<file path="src/rtl/ser_xmt.sv">
// 8N1 serial transmitter with a small transmit FIFO between the register-side
// write strobe and the TxD line. The line is idle high and driven from a flop.
module ser_xmt #(
  parameter int unsigned BIT_TICKS  = 1302,
  parameter int unsigned STOP_BITS  = 1,
  parameter int unsigned FIFO_DEPTH = 4
) (
  input  logic       clk,
  input  logic       reset,
  input  logic       load,
  input  logic [7:0] parallel_in,
  output logic       full,
  output logic       idle,
  output logic       serial_out
);

  localparam int unsigned AW = $clog2(FIFO_DEPTH);
  localparam int unsigned CW = $clog2(BIT_TICKS * STOP_BITS);

  localparam logic [CW-1:0] BIT_LAST  = CW'(BIT_TICKS - 1);
  localparam logic [CW-1:0] STOP_LAST = CW'(STOP_BITS * BIT_TICKS - 1);
  localparam logic [CW-1:0] CNT_ONE   = CW'(1);
  localparam logic [AW-1:0] PTR_ONE   = AW'(1);
  localparam logic [AW:0]   OCC_ONE   = (AW+1)'(1);
  localparam logic [AW:0]   OCC_FULL  = (AW+1)'(FIFO_DEPTH);

  typedef enum logic [1:0] {IDLE, START, DATA, STOP} state_t;

  state_t        state;
  logic [7:0]    mem [FIFO_DEPTH];
  logic [AW-1:0] wr_ptr;
  logic [AW-1:0] rd_ptr;
  logic [AW:0]   occ;
  logic [AW:0]   occ_next;
  logic [CW-1:0] cnt;
  logic [2:0]    bitcnt;
  logic [7:0]    shift;
  logic          empty;
  logic          push;
  logic          pop;
  logic          to_idle;

  // A pop in the same cycle frees a slot, so a write is accepted even when full.
  always_comb begin
    empty    = (occ == '0);
    pop      = !empty && ((state == IDLE) || ((state == STOP) && (cnt == '0)));
    push     = load && (!full || pop);
    to_idle  = empty && ((state == IDLE) || ((state == STOP) && (cnt == '0)));
    occ_next = occ;
    case ({push, pop})
      2'b10:   occ_next = occ + OCC_ONE;
      2'b01:   occ_next = occ - OCC_ONE;
      default: occ_next = occ;
    endcase
  end

  always_ff @(posedge clk) begin
    if (reset) begin
      wr_ptr <= '0;
      rd_ptr <= '0;
      occ    <= '0;
      full   <= 1'b0;
    end else begin
      if (push) begin
        mem[wr_ptr] <= parallel_in;
        wr_ptr      <= wr_ptr + PTR_ONE;
      end
      if (pop)
        rd_ptr <= rd_ptr + PTR_ONE;
      occ  <= occ_next;
      full <= (occ_next == OCC_FULL);
    end
  end

  always_ff @(posedge clk) begin
    if (reset) begin
      state      <= IDLE;
      serial_out <= 1'b1;
      idle       <= 1'b1;
      cnt        <= '0;
      bitcnt     <= '0;
      shift      <= '0;
    end else begin
      idle <= to_idle && (occ_next == '0);
      case (state)
        IDLE: begin
          if (pop) begin
            shift      <= mem[rd_ptr];
            bitcnt     <= '0;
            cnt        <= BIT_LAST;
            serial_out <= 1'b0;
            state      <= START;
          end else begin
            serial_out <= 1'b1;
          end
        end
        START: begin
          if (cnt == '0) begin
            cnt        <= BIT_LAST;
            serial_out <= shift[0];
            state      <= DATA;
          end else begin
            cnt <= cnt - CNT_ONE;
          end
        end
        DATA: begin
          if (cnt == '0) begin
            if (bitcnt == 3'd7) begin
              cnt        <= STOP_LAST;
              serial_out <= 1'b1;
              state      <= STOP;
            end else begin
              // Line takes the next bit directly so it changes on the same edge as the shift.
              shift      <= {1'b0, shift[7:1]};
              serial_out <= shift[1];
              bitcnt     <= bitcnt + 3'd1;
              cnt        <= BIT_LAST;
            end
          end else begin
            cnt <= cnt - CNT_ONE;
          end
        end
        STOP: begin
          if (cnt == '0) begin
            if (pop) begin
              shift      <= mem[rd_ptr];
              bitcnt     <= '0;
              cnt        <= BIT_LAST;
              serial_out <= 1'b0;
              state      <= START;
            end else begin
              serial_out <= 1'b1;
              state      <= IDLE;
            end
          end else begin
            cnt <= cnt - CNT_ONE;
          end
        end
        default: begin
          serial_out <= 1'b1;
          state      <= IDLE;
        end
      endcase
    end
  end

endmodule

</file>
<file path="config.mk">
export PLATFORM = sky130hd
export DESIGN_NAME = ser_xmt
export DESIGN_NICKNAME = d
export VERILOG_FILES = /design/src/rtl/ser_xmt.sv
export SDC_FILE = /design/constraint.sdc
export NUM_CORES = 1
export LEC_CHECK = 0
export ABC_AREA = 1
export ABC_CLOCK_PERIOD_IN_PS = 4600
export CORE_MARGIN = 4
export CORE_UTILIZATION = 45
export CTS_BUF_LIST = sky130_fd_sc_hd__clkbuf_4 sky130_fd_sc_hd__clkbuf_8
export DETAILED_ROUTE_END_ITERATION = 16
export PLACE_DENSITY = 0.61
export SYNTH_ARGS = -nofsm -noshare
export SYNTH_HDL_FRONTEND = slang
export SYNTH_SLANG_ARGS = --single-unit
</file>
<file path="constraint.sdc">
create_clock -name clk -period 4.6 [get_ports clk]
set_input_delay 1.15 -clock clk [delete_from_list [all_inputs] [get_ports clk]]
set_output_delay 1.15 -clock clk [all_outputs]
set_load 0.01 [all_outputs]
</file>
==> metrics list, run 1 <==
- After clock tree synthesis, the clock-pin slew on the worst setup and hold paths is around 80 ps.
- The worst register-to-register path begins at cnt[0].
- Maximum number of pins on one net before global-route repair: 22
* Number of nets in the layout: between 400 and 500
- Post-CTS Setup Repair Bufs: 0
* Dominant combinational cell family by area after synthesis: simple AND/OR/NAND/NOR gates
- Crit path launch type: input port
- Length in cells of the worst reg-to-reg path: 17
- For the pin with the worst max-slew slack, the measured transition is ~740 ps.
- The worst setup path is of the in -> reg kind.
- Data arrival, critical path: between 3000 and 4000 ps
- The synthesized netlist devotes a little under a tenth of its cell area to compound gates.
- Root buffer selected by CTS: clkbuf_8
- Minimum clock period after layout: between 2000 and 3000 ps
- Setup Total Neg Slack: 0 ps
- After synthesis, the share of cell area in mux cells is roughly 1.8%.
- Between clock sinks in the finished design, the worst skew comes to between 8 and 9 ps.
- Layout cells sized above 1: around 8.8%
- Synth Area in Adders: under 10%
- Average size of a mapped cell: roughly 8.7 um2
* Routability congestion estimate: 0.731
* Pwr dens: 647 mW/mm2
* Number of distinct library cell variants in the gate-level netlist after synthesis: 38
- Summing the areas of all xor and xnor instances in the mapped netlist gives under 10% of the synthesized area.
- Floorplan core area: about 0.0073 mm2
* Height of the chip: between 90 and 100 um
- Wires add up to approximately 6400 um.
- Summing every instance area after synthesis gives roughly 0.0034 mm2.
- Number of global-route vias before repair: about 2300
* Number of fill cells in the layout: between 600 and 700
- Post-Synth Simple-Gate Area: between 20% and 30%
* Number of failing hold endpoints at the final stage: 0
- Cells taking the most area after synthesis: edfxtp_1 (28%), dfxtp_1 (21%), nand2_1 (7.3%)
* Number of max-slew violations in the final report: 0
- CTS tree: built
* Ratio of final minimum period to clock period: 62.3%
- CTS-repair resized insts: 0
- Total nets after synthesis: approximately 420
- Final routed DRC violation total: 0
* Total congestion overflow: 0
- The setup check on the worst reg-to-reg path leaves a slack of between 1500 and 2000 ps.
* Sequential element share of the synthesized area: 49.3%
- In this run the worst setup path begins at load.
- Crit path required time: 4880 ps
- Initial antenna violation count: 0
- Worst setup endpoint: full
- Worst-path fanout max: 5
- The floorplan has 31 rows.
- For this block, the initial DRC count from the detailed router was a little over 100.
- In the synthesized netlist, the number of instances is just under 400.
- Post-synthesis cell type with the largest combined area: edfxtp_1
- Summed over all cells, the static leakage comes to roughly 1.6 nW.
* Number of max-cap violations: 0
* Port Buffer Count: 13
- Number of hold buffers added after cts: 0
- In the global route stage, overall resource usage came out at between 10% and 20%.
* Yosys top cell area share: approximately 28%
- In this run, synthesis produced a sequential element count of 68.
* Count of synthesis-stage warnings from yosys: 0
- Synthesis-to-finish area growth: 11.1%
- Setup repair after global routing missed its margin: false
- Counting every sink on the clock net gives 68.
- The tightest min-delay check is of the reg -> reg type.
- Static timing analysis puts the maximum clock frequency at between 300 and 400 MHz.
- Setup violations remaining at the end of the flow were counted as 0.
- The number of antenna diodes in the final layout is 0.
- In the routed layout, each cell is associated on average with a via count of between 4 and 5.
* Wire per inst: approximately 13 um
- Clk_lat worst skew: 340 ps
- Counting along the longest clock path gives a buffer depth of 2.
* Summed area of non-filler cells in the final layout: approximately 0.0038 mm2
- Nature of the critical path endpoint: register
- The first detailed-routing pass took 4 iterations.
* IR drop worst, VDD: roughly 0.00034 V
* Die outline width: 95.1 um
- Status: finished clean
* Post-detailed-route count of antenna-violating nets: 0
- The placed instances occupy a cell area of 0.00359 mm2.
- Across all layers, the routed design uses 2485 vias.
- Post-DP HPWL: 4490 um
- In this run the critical register-to-register path is captured at full.
- In this run the tightest slew margin relative to its limit is 50.5%.
- In this run, CTS created clock tree buffers numbering 9.
- In this run the count of I/O pins placed on the die edge is 14.
* Effective utilization at floorplan: between 40% and 50%
- Number of H-tree branching levels: 3
- First-pass GRT wire length: about 11000 um
* Die Footprint: around 0.009 mm2
[per-stage QoR]
| step | hold WS (ps) | power [mW] | std cells | utilization (%) | worst slack [ps] |
|---|---|---|---|---|---|
| global placement | 456 | 1.94 | 492 | 48.9 | 1440 |
| CTS | 490 | 2.48 | 508 | 51.7 | 1750 |
| detailed placement | 471 | 1.96 | 492 | 48.9 | 1400 |
| global route | 500 | 2.67 | 508 | 51.7 | 1500 |
| finish | 490 | 2.45 | 508 | 51.7 | 1730 |
| floorplan | 443 | 1.79 | 392 | - | 2000 |
[worst min-delay path by stage]
stage | slack (ps) | cells after the start | endpoint | from
2_1_floorplan | 440 | 2 | cnt[0] | cnt[0]
3_3_place_gp | 460 | 2 | cnt[0] | cnt[0]
3_5_place_dp | 470 | 2 | cnt[0] | cnt[0]
4_1_cts | 490 | 2 | cnt[0] | cnt[0]
5_1_grt | 500 | 2 | cnt[0] | cnt[0]
6_report | 490 | 2 | shift[7] | shift[7]
[synthesized netlist by cell type (all sizes together)]
cell and count:
buf 10, dfxtp 36, clkinv 1, nand3b 1, o21ai 25, edfxtp 32, nor4 1, nand4 2
a31o 1, nor2 64, inv 41, nor3 5, mux2i 6, nand3 35, xor2 5, a21oi 29
a221oi 1, xnor2 4, ha 14, clkbuf 4, a21boi 1, o22ai 1, fa 1, and2 1
nand2 70, and3 1
[where the power goes]
part | switching (mW) | internal [mW]
logic | 0.696 | 0.409
clock network | 0.250 | 0.260
registers | 0.0958 | 0.744
[sequential cells by signal, indices dropped and copies added (netlist names), 2 cells and up, named ones only]
register	cells
bitcnt	3
wr_ptr	2
shift	8
cnt	11
rd_ptr	2
mem	32
state	2
occ	3
[layout make-up]
cell class | instances | area (um2) | area share (%)
Sequential cell | 68 | 1680 | 44.3
Inverter | 42 | 158 | 4.16
Clock buffer | 9 | 124 | 3.27
Clock inverter | 7 | 82.6 | 2.18
Timing Repair Buffer | 15 | 145 | 3.83
Multi-Input combinational cell | 268 | 1480 | 39.0
Tap cell | 99 | 124 | 3.27
[worst max-delay path, cell delays in order]
cell	delay [ps]
clkdlybuf4s50_1	470
a21boi_2	190
inv_1	60
ha_1	140
inv_1	60
fa_1	370
a21oi_1	140
o21ai_0	100
xor2_1	140
inv_1	50
nor2_1	100
and3_1	160
[cells by family after synthesis]
kind of cell | count (synthesis)
compound gates | 58
flops | 68
simple gates | 180
fa+ha+maj | 15
xor+xnor | 9
buf+inv | 56
mux | 6
[cells in the final DEF (no fill, tap or decap), types with 2 or more instances in the layout]
cell and count:
xor2_1 5, o21ai_0 25, dfxtp_1 36, nand2_4 3, clkbuf_8 9, inv_1 40, inv_6 3, nand3_1 34
nand4_1 2, nor2_1 58, ha_1 14, nand2_1 66, edfxtp_1 32, nor2_4 3, clkinvlp_4 2, nor2_2 2
mux2i_1 6, nor3_1 3, clkdlybuf4s50_1 13, xnor2_1 4, a21oi_1 27, a21oi_2 2, buf_4 2
[metal layers]
layer	track usage [%]	share of wire, %
met1	22.5	51
met2	22.9	44
met3	2.84	4.1
met4	6.01	1.4
met5	0	0
Note: power is estimated with default switching activity, not from simulation.
==> run 2, diff against run 1 <==
--- a/config.mk
+++ b/config.mk
@@ -6,7 +6,7 @@
 export NUM_CORES = 1
 export LEC_CHECK = 0
 export ABC_AREA = 1
-export ABC_CLOCK_PERIOD_IN_PS = 4600
+export ABC_CLOCK_PERIOD_IN_PS = 2700
 export CORE_MARGIN = 4
 export CORE_UTILIZATION = 45
 export CTS_BUF_LIST = sky130_fd_sc_hd__clkbuf_4 sky130_fd_sc_hd__clkbuf_8
==> constraint.sdc (replaced) <==
create_clock -name clk -period 2.7 [get_ports clk]
set_input_delay 0.675 -clock clk [delete_from_list [all_inputs] [get_ports clk]]
set_output_delay 0.675 -clock clk [all_outputs]
set_load 0.01 [all_outputs]
==> run 2 against run 1 <==
Clock power is 72% higher. Die area did not move. Clock skew is 4.3 ps higher. Global-route usage rose by 0.24 points. Core utilization is 1.1 points higher. Register-to-register slack lost 1700 ps. Non-clock buffer count rose by 9. Sequential cell count unchanged. Via count rose by 0.52%. Cell area up 2.1%. Combinational power is 79% higher. Worst setup slack worse by 1500 ps.
==> metrics list, run 2 (synthesized netlist as in run 1, its figures left out) <==
* Achievable frequency: roughly 400 MHz
* Height of the chip: 95.1 um (unchanged)
* Post-detailed-routing wire length: 6360 um (was 6440 um)
* Number of max-cap violations: 0 (unchanged)
* Largest registers in the final layout: mem x32, cnt x11, shift x8 (unchanged)
- The most frequent standard cell in the layout excluding fill and tap cells is nand2_1 (unchanged).
* Number of hold buffers added after cts: 0 (unchanged)
- The TritonCTS clock tree is built (unchanged).
- Clk_lat worst skew: 350 ps (was 340 ps)
- WS Path Type: reg -> reg (was in -> reg)
* Final worst hold slack: 482 ps (was 490 ps)
* Routability congestion estimate: 0.780 (was 0.731)
* Synthesis-to-finish area growth: 13.5% (was 11.1%)
* Source of the worst register-to-register timing path: cnt[0] (unchanged)
* Post-detailed-route count of antenna-violating nets: 0 (unchanged)
- The register with the most flip-flops was mem (unchanged).
- Static power due to leakage: 1.61 nW (was 1.56 nW)
* Number of max-slew violations in the final report: 0 (unchanged)
- Setup Skew: 12.6 ps (was 8.35 ps)
* Number of sinks handled by clock tree synthesis: 68 (unchanged)
- The I/O pin total is 14 (unchanged).
- Iteration-0 DRC Markers: 103 (was 102)
- The area of the core region is 0.00733 mm2 (unchanged).
- Post-DP HPWL: 4280 um (was 4490 um)
- Number of fill cells in the layout: 651 (was 677)
- The average wire per standard cell was 12.3 um (was 12.7 um).
* Standard-cell row count: 31 (unchanged)
- The antenna diode instance count came to 0 (unchanged).
- Number of clock buffers inserted by TritonCTS: 9 (unchanged)
- The worst IR drop on VDD came to 0.000420 V (was 0.000339 V).
- The class of the tightest hold or removal check was reg -> reg (unchanged).
- Maximum clock path buffer count: 2 (unchanged)
* Number of global-route vias before repair: 2313 (was 2332)
* Util after Layout: 52.8% (was 51.7%)
- Commonest cells after routing, fill and taps aside: nand2_1 (66), nor2_1 (56), inv_1 (38) (was nand2_1 (66), nor2_1 (58), inv_1 (40)).
* Status: finished clean (unchanged)
* Port Buffer Count: 13 (unchanged)
- Launch instance of the worst min-delay path: serial_out (was shift[7])
* Pwr dens: 1100 mW/mm2 (was 647 mW/mm2)
- The critical path data required time was 2990 ps (was 4880 ps).
* Minimum clock period after layout: ~2500 ps
- The total count of hold-check failures in the final report came to 0 (unchanged).
* Tightest Pin Transition: 619 ps (was 739 ps)
- The number of H-tree levels is 3 (unchanged).
* Maximum number of pins on one net before global-route repair: 22 (unchanged)
* Area of the multi-input gates: 0.00149 mm2 (was 0.00148 mm2)
- The initial antenna violation count is 0 (unchanged).
* Die Footprint: 0.00904 mm2 (unchanged)
- Sequential Area: 0.00168 mm2 (unchanged)
- Total congestion overflow: 0 (unchanged)
- Final routed DRC violation total: 0 (unchanged)
- Via-per-instance ratio: 4.83 (was 4.89)
- Effective utilization at floorplan: 46.6% (unchanged)
- The hold path depth was 2 (unchanged).
- Layout cells sized above 1: 12.2% (was 8.80%)
- The width of the chip is 95.1 um (unchanged).
- Start point of the critical path: cnt[0] (was load)
* Nature of the critical path endpoint: register (unchanged)
* Total number of vias: 2498 (was 2485)
- The global-route usage over all layers came to 15.8% (was 15.5%).
- Root buffer selected by CTS: clkbuf_8 (unchanged)
* Setup violations, final: 0 (unchanged)
* Length in cells of the worst reg-to-reg path: 17 (unchanged)
- Number of flip-flops under the largest register name: 32 (unchanged)
* Register clock-pin slew on the reported worst setup and hold paths: 80 ps (about the same)
- In the finished design, the share of the clock period the worst path needs comes to 91.3%.
- The launching element type of the critical path was a register (was input port).
- The total power draw is 4.26 mW (was 2.45 mW).
* Data arrival, critical path: 2750 ps (was 3140 ps)
* First-pass GRT wire length: 10900 um (about the same)
- DRT Pass-1 Iters: 6 (was 4)
- Slew HR: 58.7% (was 50.5%)
- Number of nets in the layout: 439 (was 430)
* Worst-path fanout max: 5 (unchanged)
==> run 2: cell types whose count changed in the layout (fill, tap and decap cells not counted) <==
cell,change
fa_2,+1
inv_4,+1
inv_2,+1
ha_2,+1
o21ai_1,+1
o21ai_0,-1
buf_4,+9
nor2_1,-2
nor2_2,+2
ha_1,-1
inv_1,-2
fa_1,-1
==> run 2: worst paths after layout <==
kind / end / slack (ps)
worst max-delay path: full / 230
worst min-delay path: serial_out / 480
worst max register to register: full / 230
worst min register to register: serial_out / 480
==> run 2: where the power goes <==
part | leakage (nW) | switching (mW) | internal [mW] | total (mW)
Combinational | 0.921 | 1.23 | 0.744 | 1.97
Clock | 0.0988 | 0.435 | 0.442 | 0.878
Sequential | 0.587 | 0.142 | 1.27 | 1.41
==> run 2: worst max-delay path, cell delays in order, from the launching register on <==
cell and delay, ps:
dfxtp_1 330, inv_2 80, ha_2 200, nand2_1 80, nor2_2 100, nand3_1 100
nand2_2 130, nand2_4 80, inv_4 80, ha_1 150, inv_2 50, fa_2 330
a21oi_1 150, o21ai_1 90, xor2_1 150, inv_1 50, nor2_1 100, and3_1 160
==> run 2: metal layers <==
metal  global-route usage, %  wire length (um)
met3                    3.08               195
met2                    23.7              2820
met4                    7.21               121
met1                    21.9              3220
met5                       0                 0
==> run 2: repair_timing <==
item / 4_1_cts / 5_1_grt
setup endpoints to repair: 0 / 3
buffers inserted: 0 / 1
gates resized for setup: 0 / 8
==> run 2: layout make-up <==
type | instances | area share [%]
multi-input cells | 268 | 38.4
well taps | 99 | 3.20
repair buffers | 24 | 5.49
inverters | 42 | 4.13
flip-flops and latches | 68 | 43.4
clock inverters | 7 | 2.13
clock buffers | 9 | 3.20
==> run 2: stage by stage <==
| step | TNS, ps | setup slack [ps] | cell area, um2 | cells |
|---|---|---|---|---|
| 2_1_floorplan | 0 | 360 | 3410 | 392 |
| 3_3_place_gp | 0 | 93.7 | 3650 | 500 |
| 3_5_place_dp | 0 | 80.5 | 3650 | 500 |
| 4_1_cts | 0 | 135 | 3850 | 516 |
| 5_1_grt | -16.5 | -16.5 | 3870 | 517 |
| 6_report | 0 | 234 | 3870 | 517 |
